### config.mk
export PLATFORM = sky130hd
export DESIGN_NAME = reg_wr_ctrl_flat
export DESIGN_NICKNAME = d
export VERILOG_FILES = /design/src/rtl/reg_wr_ctrl_if.sv /design/src/rtl/reg_wr_ctrl.sv /design/src/flat_wrapper.sv
export SDC_FILE = /design/constraint.sdc
export NUM_CORES = 1
export LEC_CHECK = 0
export CAP_MARGIN = 0
export CORE_MARGIN = 2
export CORE_UTILIZATION = 65
export CTS_CLUSTER_DIAMETER = 150
export DETAILED_ROUTE_END_ITERATION = 10
export DONT_BUFFER_PORTS = 1
export PLACE_DENSITY = 0.81
export SLEW_MARGIN = 20
export SYNTH_ARGS = -nofsm -noshare
export SYNTH_HDL_FRONTEND = slang
export SYNTH_SLANG_ARGS = --single-unit
### constraint.sdc
create_clock -name clk -period 2.59 [get_ports clk]
set_input_delay 0.259 -clock clk [delete_from_list [all_inputs] [get_ports clk]]
set_output_delay 0.259 -clock clk [all_outputs]
set_load 0.1 [all_outputs]
### src/rtl/reg_wr_ctrl_if.sv
// Purpose : bundle of the requester, register-file write/read and forwarding signals of reg_wr_ctrl.
// Latency : n/a (wiring only).
// Backpressure: reqN_ready qualifies reqN_valid; a requester holds addr/data until accepted.
// Ports (slave = controller side):
//   req0_*/req1_* : writeback requesters (valid/addr/data in, ready out)
//   wr_*          : single write port towards reg_file
//   rd_addr1/2, rf_data1/2 in; rd_data1/2 forwarded read data out; init_done out
interface reg_wr_ctrl_if #(
    parameter int WORD_W = 8,
    parameter int ADDR_W = 2
);
    logic              req0_valid;
    logic [ADDR_W-1:0] req0_addr;
    logic [WORD_W-1:0] req0_data;
    logic              req0_ready;
    logic              req1_valid;
    logic [ADDR_W-1:0] req1_addr;
    logic [WORD_W-1:0] req1_data;
    logic              req1_ready;
    logic              wr_en;
    logic [ADDR_W-1:0] wr_addr;
    logic [WORD_W-1:0] wr_data;
    logic [ADDR_W-1:0] rd_addr1;
    logic [ADDR_W-1:0] rd_addr2;
    logic [WORD_W-1:0] rf_data1;
    logic [WORD_W-1:0] rf_data2;
    logic [WORD_W-1:0] rd_data1;
    logic [WORD_W-1:0] rd_data2;
    logic              init_done;

    modport slave (
        input  req0_valid, req0_addr, req0_data,
        output req0_ready,
        input  req1_valid, req1_addr, req1_data,
        output req1_ready,
        output wr_en, wr_addr, wr_data,
        input  rd_addr1, rd_addr2, rf_data1, rf_data2,
        output rd_data1, rd_data2, init_done
    );

    modport master (
        output req0_valid, req0_addr, req0_data,
        input  req0_ready,
        output req1_valid, req1_addr, req1_data,
        input  req1_ready,
        input  wr_en, wr_addr, wr_data,
        output rd_addr1, rd_addr2, rf_data1, rf_data2,
        input  rd_data1, rd_data2, init_done
    );
endinterface

### src/rtl/reg_wr_ctrl.sv
// Purpose : zero the register file after reset, then round-robin two writeback requesters onto its write port, with read forwarding.
// Latency : accept at edge k, write port driven during cycle k..k+1, file updated at edge k+1; forwarding is combinational.
// Backpressure: at most one requester ready per cycle (never without valid); none during the zeroing walk.
// Ports:
//   clk  : clock, all state on posedge
//   rst  : asynchronous active-high reset
//   bus  : reg_wr_ctrl_if.slave (requesters, write port, read/forward path, init_done)
module reg_wr_ctrl #(
    parameter int WORD_W = 8,
    parameter int REG_N  = 4,
    parameter int ADDR_W = $clog2(REG_N)
) (
    input  logic         clk,
    input  logic         rst,
    reg_wr_ctrl_if.slave bus
);
    typedef enum logic {ST_INIT, ST_RUN} state_t;

    state_t            state_q, state_d;
    logic [ADDR_W-1:0] cnt_q, cnt_d;
    logic              wr_en_q, wr_en_d;
    logic [ADDR_W-1:0] wr_addr_q, wr_addr_d;
    logic [WORD_W-1:0] wr_data_q, wr_data_d;
    logic              last_q, last_d;
    logic              gnt0, gnt1;

    // State and write-port registers
    always_ff @(posedge clk or posedge rst) begin
        if (rst) begin
            state_q   <= ST_INIT;
            cnt_q     <= '0;
            wr_en_q   <= 1'b0;
            wr_addr_q <= '0;
            wr_data_q <= '0;
            last_q    <= 1'b1;  // requester 0 wins the first contention
        end else begin
            state_q   <= state_d;
            cnt_q     <= cnt_d;
            wr_en_q   <= wr_en_d;
            wr_addr_q <= wr_addr_d;
            wr_data_q <= wr_data_d;
            last_q    <= last_d;
        end
    end

    // Next state: leave INIT on the edge that issues the last zeroing write
    always_comb begin
        state_d = state_q;
        if (state_q == ST_INIT && cnt_q == ADDR_W'(REG_N - 1)) begin
            state_d = ST_RUN;
        end
    end

    // Outputs: grant and next write-port contents
    always_comb begin
        gnt0      = 1'b0;
        gnt1      = 1'b0;
        cnt_d     = cnt_q;
        wr_en_d   = 1'b0;
        wr_addr_d = wr_addr_q;
        wr_data_d = wr_data_q;
        last_d    = last_q;
        if (state_q == ST_INIT) begin
            wr_en_d   = 1'b1;
            wr_addr_d = cnt_q;
            wr_data_d = '0;
            cnt_d     = cnt_q + 1'b1;
        end else begin
            // Under contention the requester that did not win last time goes first
            gnt0 = bus.req0_valid && (!bus.req1_valid || last_q);
            gnt1 = bus.req1_valid && (!bus.req0_valid || !last_q);
            if (gnt0) begin
                wr_en_d   = 1'b1;
                wr_addr_d = bus.req0_addr;
                wr_data_d = bus.req0_data;
                last_d    = 1'b0;
            end else if (gnt1) begin
                wr_en_d   = 1'b1;
                wr_addr_d = bus.req1_addr;
                wr_data_d = bus.req1_data;
                last_d    = 1'b1;
            end
        end
    end

    assign bus.req0_ready = gnt0;
    assign bus.req1_ready = gnt1;
    assign bus.wr_en      = wr_en_q;
    assign bus.wr_addr    = wr_addr_q;
    assign bus.wr_data    = wr_data_q;
    assign bus.init_done  = (state_q == ST_RUN);

    // The file only holds a write after the following edge, so reads of the
    // address being written this cycle take the in-flight data instead.
    assign bus.rd_data1 = (wr_en_q && wr_addr_q == bus.rd_addr1) ? wr_data_q : bus.rf_data1;
    assign bus.rd_data2 = (wr_en_q && wr_addr_q == bus.rd_addr2) ? wr_data_q : bus.rf_data2;
endmodule
### src/flat_wrapper.sv
// flat-port wrapper written by rule: the top's interface ports become plain ports
module reg_wr_ctrl_flat 
#(
    parameter int WORD_W = 8,
    parameter int REG_N  = 4,
    parameter int ADDR_W = $clog2(REG_N)
)
  (clk, rst, bus_req0_valid, bus_req0_addr, bus_req0_data, bus_req0_ready, bus_req1_valid, bus_req1_addr, bus_req1_data, bus_req1_ready, bus_wr_en, bus_wr_addr, bus_wr_data, bus_rd_addr1, bus_rd_addr2, bus_rf_data1, bus_rf_data2, bus_rd_data1, bus_rd_data2, bus_init_done);
  reg_wr_ctrl_if #(.WORD_W(WORD_W), .ADDR_W(ADDR_W)) bus_i ();
  input  logic clk;
  input  logic rst;
  input wire logic [$bits(bus_i.req0_valid)-1:0] bus_req0_valid;
  input wire logic [$bits(bus_i.req0_addr)-1:0] bus_req0_addr;
  input wire logic [$bits(bus_i.req0_data)-1:0] bus_req0_data;
  output wire logic [$bits(bus_i.req0_ready)-1:0] bus_req0_ready;
  input wire logic [$bits(bus_i.req1_valid)-1:0] bus_req1_valid;
  input wire logic [$bits(bus_i.req1_addr)-1:0] bus_req1_addr;
  input wire logic [$bits(bus_i.req1_data)-1:0] bus_req1_data;
  output wire logic [$bits(bus_i.req1_ready)-1:0] bus_req1_ready;
  output wire logic [$bits(bus_i.wr_en)-1:0] bus_wr_en;
  output wire logic [$bits(bus_i.wr_addr)-1:0] bus_wr_addr;
  output wire logic [$bits(bus_i.wr_data)-1:0] bus_wr_data;
  input wire logic [$bits(bus_i.rd_addr1)-1:0] bus_rd_addr1;
  input wire logic [$bits(bus_i.rd_addr2)-1:0] bus_rd_addr2;
  input wire logic [$bits(bus_i.rf_data1)-1:0] bus_rf_data1;
  input wire logic [$bits(bus_i.rf_data2)-1:0] bus_rf_data2;
  output wire logic [$bits(bus_i.rd_data1)-1:0] bus_rd_data1;
  output wire logic [$bits(bus_i.rd_data2)-1:0] bus_rd_data2;
  output wire logic [$bits(bus_i.init_done)-1:0] bus_init_done;
  assign bus_i.req0_valid = bus_req0_valid;
  assign bus_i.req0_addr = bus_req0_addr;
  assign bus_i.req0_data = bus_req0_data;
  assign bus_req0_ready = bus_i.req0_ready;
  assign bus_i.req1_valid = bus_req1_valid;
  assign bus_i.req1_addr = bus_req1_addr;
  assign bus_i.req1_data = bus_req1_data;
  assign bus_req1_ready = bus_i.req1_ready;
  assign bus_wr_en = bus_i.wr_en;
  assign bus_wr_addr = bus_i.wr_addr;
  assign bus_wr_data = bus_i.wr_data;
  assign bus_i.rd_addr1 = bus_rd_addr1;
  assign bus_i.rd_addr2 = bus_rd_addr2;
  assign bus_i.rf_data1 = bus_rf_data1;
  assign bus_i.rf_data2 = bus_rf_data2;
  assign bus_rd_data1 = bus_i.rd_data1;
  assign bus_rd_data2 = bus_i.rd_data2;
  assign bus_init_done = bus_i.init_done;
  reg_wr_ctrl #(.WORD_W(WORD_W), .REG_N(REG_N), .ADDR_W(ADDR_W)) u_core (.clk(clk), .rst(rst), .bus(bus_i));
endmodule
==> metrics.md, run 1 <==
| Metric | Value |
|---|---|
| Combined area of all synthesized cells | 957 µm² |
| Starting density of the core | a little under three quarters |
| Routability congestion estimate | ~0.74 |
| Flip-flop and latch count after synthesis | 15 |
| Area leader, netlist | dfrtp_1 |
| Number of synthesis warnings | 0 |
| Post-synthesis area per instance | 10.9 µm² |
| Area share of the leading cell type in the synthesized netlist | 36.6% |
| Die outline width | 42.4 µm |
| Error message | [ERROR DPL-0038] Utilization greater than 100%, impossible to legalize |
| Cell variety after synth | 26 |
| Cell types with the largest area share after synthesis | dfrtp_1 (37%), mux2_2 (20%), mux2i_1 (8.4%), xnor2_1 (4.6%), o21ai_0 (4.2%) |
| Synth Instances | 88 |
| Y dimension of the die | 42.4 µm |
| Synth Net Count | between 100 and 150 |
| Portion of the post-synthesis area used by sequential elements | 39.3% |
| Result of the run | did not finish |
| Number of port buffers | 0 |
| Last stage reached | detailed placement (3_5_place_dp) |
| Cell row count | 13 |
| Total I/O pin count | 74 |
==> per-stage QoR <==
step	hold WS, ps	cell area (µm²)
after global placement	215	1380
after floorplan	160	960
==> synthesized netlist by cell type <==
cell / n
xnor2_1: 5
nand3_2: 2
a21oi_1: 2
o21ai_1: 1
nand2b_4: 1
dfrtp_1: 14
nand2_4: 1
and3_1: 1
a221o_2: 1
nor3_4: 1
buf_2: 1
mux2_2: 17
ha_1: 1
nand3_1: 2
nand2_1: 9
inv_1: 2
or2_2: 1
inv_2: 1
nor3b_1: 1
o21ai_0: 8
a221o_1: 1
a31oi_1: 2
mux2i_1: 8
buf_4: 2
nor2_1: 2
dfstp_2: 1
==> kinds of logic after synthesis <==
logic type	share of synthesized area (%)
compound gates	9.28
xor+xnor	4.57
fa+ha+maj	1.31
buf+inv	3.27
flops	39.3
mux	28.4
simple gates	13.9
==> run 2: changes to the inputs <==
CORE_AREA = 2 2 63 65   (was unset)
CORE_MARGIN = unset   (was 2)
CORE_UTILIZATION = unset   (was 65)
CTS_CLUSTER_DIAMETER = unset   (was 150)
DIE_AREA = 0 0 65 67   (was unset)
PLACE_DENSITY = unset   (was 0.81)
PLACE_DENSITY_LB_ADDON = 0.15   (was unset)
==> run 2 against run 1 <==
  * The run now ends clean
  * Synthesized cell count unchanged
  * Area after synthesis unchanged
==> metrics.md, run 2 <==
| Metric | Value |
|---|---|
| Result of the run | complete, no violations |
| Destination of the critical timing path | bus_rd_data1[0] |
| Via count of the first global-routing pass | around 800 |
| Total power divided by cell area | 818 nW/µm² |
| DRC errors left | 0 |
| Number of antenna violations at the first check in global routing | 0 |
| Pin count of the biggest net entering global routing | 16 |
| H-Tree Level Count | 1 |
| WP data required | 2330 ps |
| Synth Instances | 88 |
| Fmax | 506 MHz |
| Number of CTS-inserted buffers | 3 |
| Routed length per placed instance | 15.1 µm |
| Final hold slack | between 100 and 150 ps |
| Placeable core region | 3610 µm² |
| DR pass1 iterations | 4 |
| Area share of the leading cell type in the synthesized netlist | 36.6% |
| Ranking of synthesized cells by instance count | mux2_2 (17), dfrtp_1 (14), nand2_1 (9) |
| Vias | just under 800 |
| Die ar. | about 4400 µm² |
| Clock transition time at the flip-flop clock pins of the worst setup and hold paths | 60 ps |
| Final worst clock skew | 2.58 ps |
| Clk pwr share | 15.4% |
| Cell variety after synth | 26 |
| Area of all sequential standard cells | 377 µm² |
| Layout cells sized above 1 | 50.0% |
| Critical Path AT | 1720 ps |
| Category of the worst setup path capture point | primary output |
| Setup total negative slack | 0 ps |
| Period utilisation layout | 76.3% |
| First-pass GRT wire length | 3.74 mm |
| Cell row count | 22 |
| Highest fanout seen on the critical path | 8 |
| Post-cts sizing count | 0 |
| Die outline width | ~65 µm |
| Switch share | 50.9% |
| Internal power consumption | approximately 0.0006 W |
| Starting density of the core | 26.5% |
| Flip-flop and latch count after synthesis | 15 |
| Asr flop ratio synth | between 90% and 100% |
| Y dimension of the die | 67 µm |
| Vias per std cell | 4.69 |
| Worst max-slew margin expressed relative to the limit | 60.8% |
| IR drop worst, VDD | between 0.0003 and 0.0004 V |
| Combinational share of power | 62.3% |
| Total I/O pin count | 74 |
| Post-detailed-routing wire length | around 2.5 mm |
| Area leader, netlist | dfrtp_1 |
| Total gr overflow | 0 |
| Unrepaired setup endpoints after global routing | no |
| Number of routed nets with antenna violations | 0 |
| Worst R2R Start | u_core.last_q |
| Hold-fix buffers at CTS | 1 |
| Cell types with the largest area share after synthesis | dfrtp_1 (37%), mux2_2 (20%), mux2i_1 (8.4%), xnor2_1 (4.6%), o21ai_0 (4.2%) |
| Transition at the pin with the smallest max-transition slack | approximately 590 ps |
| Clock sink count | 15 |
| Portion of the post-synthesis area used by sequential elements | 39.3% |
| Number of DRC violations after detailed-routing iteration 0 | 10 |
| Most frequent cells in the layout | mux2_2 (17), buf_12 (16), buf_4 (14), dfrtp_1 (14), nand2_1 (9) |
| Global-route total usage across every layer | 11.3% |
| Clk buf depth | 2 |
| Number of enable-type register cells in the synthesized netlist | 0 |
| Diodes inserted | 0 |
| Worst setup SP type | register |
| Post-synthesis area per instance | between 10 and 15 µm² |
| Final core utilization | 41.0% |
| Library cell used as clock root buffer | clkbuf_8 |
| Routability congestion estimate | just over 0.7 |
| Maximum Capacitance Violations | 0 |
| Reported net switching power | about 0.00062 W |
| Primary flip-flop cell chosen by synthesis mapping | dfrtp_1 |
| Clock latency on the worst-skew pair | 240 ps |
| Startpoint-to-endpoint class of the critical path | reg2out |
| FF-to-FF setup slack | approximately 1100 ps |
| Final-layout fill cell count | 356 |
| Clock tree from TritonCTS | done |
| Combined area of all synthesized cells | between 900 and 1000 µm² |
| Commonest non-fill, non-tap cell in the layout | mux2_2 |
| Leakage Power | 0.663 nW |
| Count of final setup violators | 0 |
| Total number of nets in the final design | 166 |
| Top-count cell post-synth | mux2_2 |
| Final max-slew violation count | 0 |
| Min Tclk post-route | 1980 ps |
| Sequential share of power | 22.3% |
| Area growth from synthesis to final layout | 54.6% |
| Number of synthesis warnings | 0 |
| Logic depth of the worst register-to-register path | 4 |
| Reg2reg end | u_core.bus.wr_addr[0] |
| Setup fix buffers added after clock tree synthesis | 0 |
| Number of port buffers | 0 |
| Flip-flop count of the largest register after layout | 8 |
| Hold WC Path Type | in2reg |
| Critical path startpoint | u_core.bus.wr_addr[1] |
| Number of endpoints with negative hold slack in the final report | 0 |
| Area of the multi-input gates | 552 µm² |
| Synth Net Count | 133 |
run 2: cell counts after synthesis:
No cell type changed its count.
run 2: worst min path at each step:
| stage | cells after the start | startpoint | to |
|---|---|---|---|
| 2_1_floorplan | 1 | rst | u_core.bus.init_done |
| 3_3_place_gp | 1 | rst | u_core.bus.wr_data[3] |
| 3_5_place_dp | 1 | rst | u_core.bus.wr_data[3] |
| 4_1_cts | 1 | bus_req0_valid | u_core.last_q |
| 5_1_grt | 1 | bus_req0_valid | u_core.last_q |
| 6_report | 1 | bus_req0_valid | u_core.last_q |
run 2: critical path, cell delays in order, from the launching register on:
cell	delay, ps
dfrtp_1	440
xnor2_1	220
nand3_2	260
mux2_2	380
buf_12	170
run 2: kinds of logic after synthesis:
kind of cell / Yosys count / synth area share, %
DFF: 15 / 39.3
buffers and inverters: 6 / 3.27
AOI/OAI and AO/OA: 15 / 9.28
and+or+nand+nor: 21 / 13.9
adders and majority gates: 1 / 1.31
xor gates and xnor gates: 5 / 4.57
muxes: 25 / 28.4
run 2: area by class of cell:
cell class              instances  share of cell area [%]
multi-input cells              67                    37.3
repair buffers                 31                    29.4
flip-flops and latches         15                    25.4
well taps                      48                    4.06
clock buffers                   4                    3.04
inverters                       3                   0.761
run 2: routing by layer:
metal	part of all wire [%]	up-vias	global-route usage [%]
met3	8.3	2	2.03
met1	40	366	14.3
li1	-	382	-
met2	50	38	18.3
met4	1.1	0	5.59
met5	0	-	0
run 2: through the flow:
step / instances / setup WS (ps) / total power, W / instance area (µm²)
global placement: 163 / 894 / 0.00103 / 1430
detailed placement: 163 / 858 / 0.00103 / 1430
global route: 168 / 488 / 0.00126 / 1480
finish: 168 / 614 / 0.00121 / 1480
CTS: 168 / 578 / 0.00123 / 1480
floorplan: 88 / 264 / 0.000818 / 960
run 2: power groups by stage:
stage / combinational [W] / clock, W / sequential [W]
3_3_place_gp: 0.000755 / 0 / 0.000273
5_1_grt: 0.000776 / 0.000209 / 0.000272
6_report: 0.000754 / 0.000187 / 0.000270
4_1_cts: 0.000761 / 0.000196 / 0.000270
3_5_place_dp: 0.000759 / 0 / 0.000274
2_1_floorplan: 0.000398 / 0 / 0.000420
(Power assumes the default switching activity.)
==> run 3: changes to the inputs <==
clock period = 1.9 ns   (was 2.59 ns; I/O delays follow)
==> run 3 against run 2 <==
  * Total power grew 40%
  * Via count up 2.4%
  * Clock skew about the same
  * Sequential share of layout area is 1.4 points lower
  * Hold slack got worse by 89 ps
  * Register-to-register slack got worse by 510 ps
  * Utilization up 2.9 points
  * Clock-buffer cell count shrank 1
  * Wire length grew 12%
  * Die area did not move
  * Non-clock buffer count grew 3
  * Largest cell class unchanged
  * Largest power group unchanged
  * Highest routed layer unchanged
==> metrics.md, run 3 (same netlist as run 2, synthesis figures left out) <==
| Metric | Value |
|---|---|
| Number of port buffers | 0 |
| Result of the run | complete, no violations |
| Category of the worst setup path capture point | primary output |
| Final hold slack | about 13 ps |
| Detailed placement HPWL | 2.25 mm |
| Highest fanout seen on the critical path | 3 |
| Min Tclk post-route | 1820 ps |
| Hold WC Path Type | in2reg |
| Worst hold path startpoint | bus_req0_valid |
| Sequential share of power | 22.8% |
| First-pass GRT wire length | 4.19 mm |
| DR pass1 iterations | 3 |
| Startpoint-to-endpoint class of the critical path | reg2out |
| H-Tree Level Count | 1 |
| Least setup slack across all paths after layout | 76.8 ps |
| Flip-flop count of the largest register after layout | 8 |
| Area of the multi-input gates | between 500 and 600 µm² |
| Leakage Power | ~0.71 nW |
| Die outline width | 65 µm |
| Worst slack at placement | 260 ps |
| Count of final setup violators | 0 |
| Total power divided by cell area | 1070 nW/µm² |
| Vias per std cell | roughly 4.7 |
| Worst setup SP type | register |
| Placeable core region | 3610 µm² |
| Y dimension of the die | approximately 67 µm |
| Worst R2R Start | u_core.last_q |
| Starting density of the core | 26.5% |
| Diodes inserted | 0 |
| Routability congestion estimate | 0.831 |
| Depth of the worst hold-timing path | 1 |
| Period utilisation layout | 96.0% |
| Final-layout fill cell count | 344 |
| Clock transition time at the flip-flop clock pins of the worst setup and hold paths | ~60 ps |
| Reported net switching power | 0.000856 W |
| Pin count of the biggest net entering global routing | 16 |
| Endpoint of the worst hold-timing path | u_core.last_q |
| Total number of nets in the final design | 169 |
| Final worst clock skew | 2.65 ps |
| Placed standard-cell area | between 1000 and 1500 µm² |
| Final max-slew violation count | 0 |
| Internal power consumption | ~0.00084 W |
| Clock sink count | 15 |
| Clock tree from TritonCTS | done |
| Via count of the first global-routing pass | 796 |
| IR drop worst, VDD | 0.000421 V |
| Critical Path AT | roughly 1600 ps |
| Clock latency on the worst-skew pair | between 200 and 250 ps |
| Total I/O pin count | 74 |
| FF-to-FF setup slack | 620 ps |
| Die ar. | ~4400 µm² |
| DRC errors left | 0 |
| Layout cells sized above 1 | about three fifths |
| Number of routed nets with antenna violations | 0 |
| Number of CTS-inserted buffers | 3 |
| Vias | around 810 |
| Number of endpoints with negative hold slack in the final report | 0 |
| Clk buf depth | 2 |
| Total gr overflow | 0 |
| Total Power | 0.00170 W |
| Most frequent cells in the layout | buf_12 (18), mux2_2 (16), buf_4 (14) |
| Number of DRC violations after detailed-routing iteration 0 | 16 |
| Global-route total usage across every layer | 13.0% |
| Switch share | between 50% and 60% |
| Setup total negative slack | 0 ps |
| Maximum Capacitance Violations | 0 |
| Library cell used as clock root buffer | clkbuf_8 |
| Design area | 1590 µm² |
| WP data required | 1710 ps |
| Clk pwr share | 14.8% |
| Unrepaired setup endpoints after global routing | no |
| Reg2reg end | u_core.bus.wr_data[1] |
| Area of all sequential standard cells | 382 µm² |
| Worst max-slew margin expressed relative to the limit | 62.4% |
| Commonest non-fill, non-tap cell in the layout | buf_12 |
| Cell row count | 22 |
| Routed length per placed instance | ~17 µm |
| Combinational share of power | 62.4% |
| Area growth from synthesis to final layout | 65.6% |
| Post-detailed-routing wire length | 2.85 mm |
| Logic depth of the worst register-to-register path | 4 |
| Number of antenna violations at the first check in global routing | 0 |
| Transition at the pin with the smallest max-transition slack | between 500 and 600 ps |
| Fmax | 548 MHz |
run 3: cell type report:
class / count / area share, %
Tap cell: 48 / 3.79
Clock buffer: 3 / 2.60
Multi-Input combinational cell: 67 / 37.8
Timing Repair Buffer: 34 / 30.7
Sequential cell: 15 / 24.1
Clock inverter: 1 / 0.316
Inverter: 3 / 0.710
run 3: worst max path at each step:
stage	start	endpoint	cells past startpoint
final	u_core.bus.wr_addr[1]	bus_rd_data1[2]	5
after global routing	u_core.bus.wr_addr[0]	bus_rd_data1[2]	5
after CTS	u_core.bus.wr_addr[0]	bus_rd_data2[6]	4
after detailed placement	u_core.bus.wr_addr[0]	bus_rd_data1[7]	4
after global placement	u_core.bus.wr_addr[0]	bus_rd_data1[2]	4
after floorplan	u_core.bus.wr_addr[1]	bus_rd_data1[0]	3
run 3: timing repair:
item	4_1_cts	5_1_grt
hold endpoints to repair	14	0
endpoints found under the setup margin	8	16
pin swaps	1	2
setup buffers	2	0
gates resized for setup	1	6
hold buffers	1	0
run 3: stage by stage:
| stage | cells | utilization, % |
|---|---|---|
| floorplan | 88 | - |
| CTS | 171 | 42.8 |
| global placement | 164 | 40.7 |
| global route | 171 | 44.0 |
| detailed placement | 164 | 40.7 |
| finish | 171 | 44.0 |
run 3: critical path, stage by stage (launching register included):
cell and delay [ps]:
dfrtp_2 440, xnor2_2 180, nand3_2 110, buf_4 160, mux2_4 320, buf_12 170
run 3: power groups by stage:
| stage | combinational, W | sequential (W) | clock [W] |
|---|---|---|---|
| 6_report | 0.00106 | 0.000387 | 0.000250 |
| 4_1_cts | 0.00105 | 0.000384 | 0.000265 |
| 3_3_place_gp | 0.00103 | 0.000387 | 0 |
| 3_5_place_dp | 0.00104 | 0.000390 | 0 |
| 2_1_floorplan | 0.000544 | 0.000575 | 0 |
| 5_1_grt | 0.00109 | 0.000393 | 0.000284 |
run 3: routing by layer:
layer  track usage, %  share of wire, %  vias to the layer above
met2             23.3                53                       40
li1                 -                 -                      386
met3             4.39               8.3                        2
met5                0                 0                        -
met4             3.99              0.70                        0
met1             14.6                38                      379
==> run 4: changes to the inputs <==
--- a/config.mk
+++ b/config.mk
@@ -13,2 +13,3 @@
 export PLACE_DENSITY_LB_ADDON = 0.15
+export SETUP_SLACK_MARGIN = 0.3
 export SLEW_MARGIN = 20
==> constraint.sdc (replaced) <==
create_clock -name clk -period 1.9 [get_ports clk]
set_input_delay 0.38 -clock clk [delete_from_list [all_inputs] [get_ports clk]]
set_output_delay 0.38 -clock clk [all_outputs]
set_load 0.1 [all_outputs]
==> run 4 against run 3 <==
  * The flow now finishes with violations (negative setup slack)
  * Clock-buffer cell count did not move
  * Clock skew rose by 3.4 ps
  * Die area did not move
  * Combinational power fell by 14%
==> metrics.md, run 4 (same netlist as run 2, synthesis figures left out) <==
| Metric | Value |
|---|---|
| Y dimension of the die | 67 µm |
| Final hold slack | 84.3 ps |
| Violations in the final reports | negative setup slack |
| Global-route total usage across every layer | 12.7% |
| Leakage Power | between 0.6 and 0.7 nW |
| Commonest non-fill, non-tap cell in the layout | buf_4 |
| Vias | between 700 and 800 |
| Slowest Stage Delay on Critical Path | approximately 540 ps |
| Least setup slack across all paths after layout | -129 ps |
| Final-layout fill cell count | 351 |
| Transition at the pin with the smallest max-transition slack | 616 ps |
| Slowest cell on crit path | dfrtp_4 |
| Unrepaired setup endpoints after global routing | yes |
| Detailed placement HPWL | 2.07 mm |
| Area growth from synthesis to final layout | 43.7% |
| Pin count of the biggest net entering global routing | 16 |
| Final std cells w/o fill | approximately 160 |
| Final max-slew violation count | 0 |
| Routability congestion estimate | roughly 0.67 |
| Dpl cells | 146 |
| First-pass GRT wire length | around 4 mm |
| Layout cells sized above 1 | a little over half |
| Flip-flop count of the largest register after layout | 8 |
| Wire length on met1 | 991 µm |
| Final worst clock skew | 6.08 ps |
| Library cell used as clock root buffer | clkbuf_8 |
| H-Tree Level Count | 1 |
| Routed length per placed instance | 17.1 µm |
| Clock sink count | 15 |
| Clock latency on the worst-skew pair | ~250 ps |
| Total gr overflow | 0 |
| Post-detailed-routing wire length | ~2.6 mm |
| Startpoint-to-endpoint class of the critical path | reg2out |
| Number of endpoints with negative hold slack in the final report | 0 |
| Clk buf depth | 2 |
| DRC errors left | 0 |
| Fmax | 493 MHz |
| Total I/O pin count | 74 |
| Critical path buffers and inverters | 0 |
| IR drop worst, VDD | between 0.0002 and 0.0003 V |
| Number of CTS-inserted buffers | 3 |
| Period utilisation layout | 107% |
| Result of the run | finished, violations left |
| Highest fanout seen on the critical path | 8 |
| Placeable core region | 3610 µm² |
| Number of port buffers | 0 |
| Hold WC Path Type | in2async |
| Most frequent cells in the layout | buf_4 (17), mux2_4 (16), dfrtp_1 (10) |
| Die ar. | 4360 µm² |
| Setup total negative slack | -2000 ps |
| Worst path top cell family by delay | flip-flops |
| WP data required | roughly 1500 ps |
| Clock tree from TritonCTS | done |
| Length of routed met2 wiring | 1.39 mm |
| Min Tclk post-route | just over 2000 ps |
| Die outline width | 65 µm |
| Clock transition time at the flip-flop clock pins of the worst setup and hold paths | 70 ps |
| Highest routing layer actually used | met4 |
| Total number of nets in the final design | ~150 |
| Worst setup SP type | register |
| Cell row count | 22 |
| Maximum Capacitance Violations | 0 |
| Vias per std cell | 5.03 |
| Detailed-routed wire length on met3 | 249 µm |
| Number of DRC violations after detailed-routing iteration 0 | 22 |
| Critical Path AT | between 1500 and 2000 ps |
| Total power divided by cell area | about 1100 nW/µm² |
| Worst max-slew margin expressed relative to the limit | 58.9% |
| CP cell instances | xnor2_4, nand3_4, mux2_4 |
| Number of routed nets with antenna violations | 0 |
| Number of antenna violations at the first check in global routing | 0 |
| Diodes inserted | 0 |
| DR pass1 iterations | 4 |
| Hold-fix buffers at CTS | 0 |
| Starting density of the core | a little over a quarter |
| Via count of the first global-routing pass | 771 |
| Category of the worst setup path capture point | primary output |
| Count of final setup violators | 16 |
run 4: cell count changes in the layout (fill, tap and decap cells not counted), moves of 3 or more:
cell / change
buf_12: -17
mux2_2: -15
mux2_4: +15
xnor2_2: -4
xnor2_4: +4
buf_4: +3
dfrtp_2: -3
dfrtp_4: +3
run 4: path summary, 6_finish.rpt:
path	start	to	slack (ps)	cells after the start
setup reg to reg	u_core.bus.wr_addr[0]	u_core.bus.wr_addr[0]	510	5
max in group asynchronous	rst	u_core.bus.init_done	1360	1
min in group clk	bus_req0_valid	u_core.last_q	190	1
hold reg to reg	u_core.cnt_q[0]	u_core.cnt_q[0]	510	1
hold / removal	rst	u_core.bus.wr_addr[0]	80	1
setup / recovery	u_core.bus.wr_addr[1]	bus_rd_data2[4]	-130	3
run 4: where the power goes:
part / switching (W) / total (W) / leakage, nW / internal, W
logic: 0.000691 / 0.000913 / 0.440 / 0.000221
registers: 0.0000379 / 0.000393 / 0.175 / 0.000355
clock network: 0.000124 / 0.000270 / 0.0255 / 0.000145
total: 0.000854 / 0.00158 / 0.640 / 0.000722
run 4: timing repair:
action | 4_1_cts | 5_1_grt
setup endpoints to repair | 17 | 17
pin swaps | 3 | 2
buffers inserted | 4 | 1
gates resized for setup | 5 | 0
run 4: metal layers:
layer | GRT usage [%] | vias up
met5 | 0 | -
met4 | 3.19 | 0
met3 | 3.72 | 2
met2 | 22.9 | 54
met1 | 14.5 | 368
li1 | - | 355
run 4: through the flow:
stage / util, % / cell area (µm²) / setup WS, ps / power [W]
4_1_cts: 37.9 / 1370 / -154 / 0.00160
3_3_place_gp: 34.3 / 1240 / 134 / 0.00127
2_1_floorplan: - / 1090 / 15.4 / 0.00119
3_5_place_dp: 34.3 / 1240 / 123 / 0.00128
6_report: 38.1 / 1380 / -129 / 0.00158
5_1_grt: 38.1 / 1380 / -202 / 0.00164
run 4: final cells by class:
cell class / instances / area (µm²) / share of cell area (%)
Multi-Input combinational cell: 67 / 721 / 52.4
Sequential cell: 15 / 389 / 28.3
Timing Repair Buffer: 18 / 148 / 10.7
Tap cell: 48 / 60.1 / 4.37
Clock buffer: 3 / 41.3 / 3.00
Inverter: 3 / 11.3 / 0.819
Clock inverter: 1 / 5.00 / 0.364
run 4: worst register-to-register path: cells and delay by family, from the launching register on:
family	cells	cell delay, ps
AOI/OAI and AO/OA	2	400
buffers and inverters	1	150
DFF	1	540
and+or+nand+nor	2	180
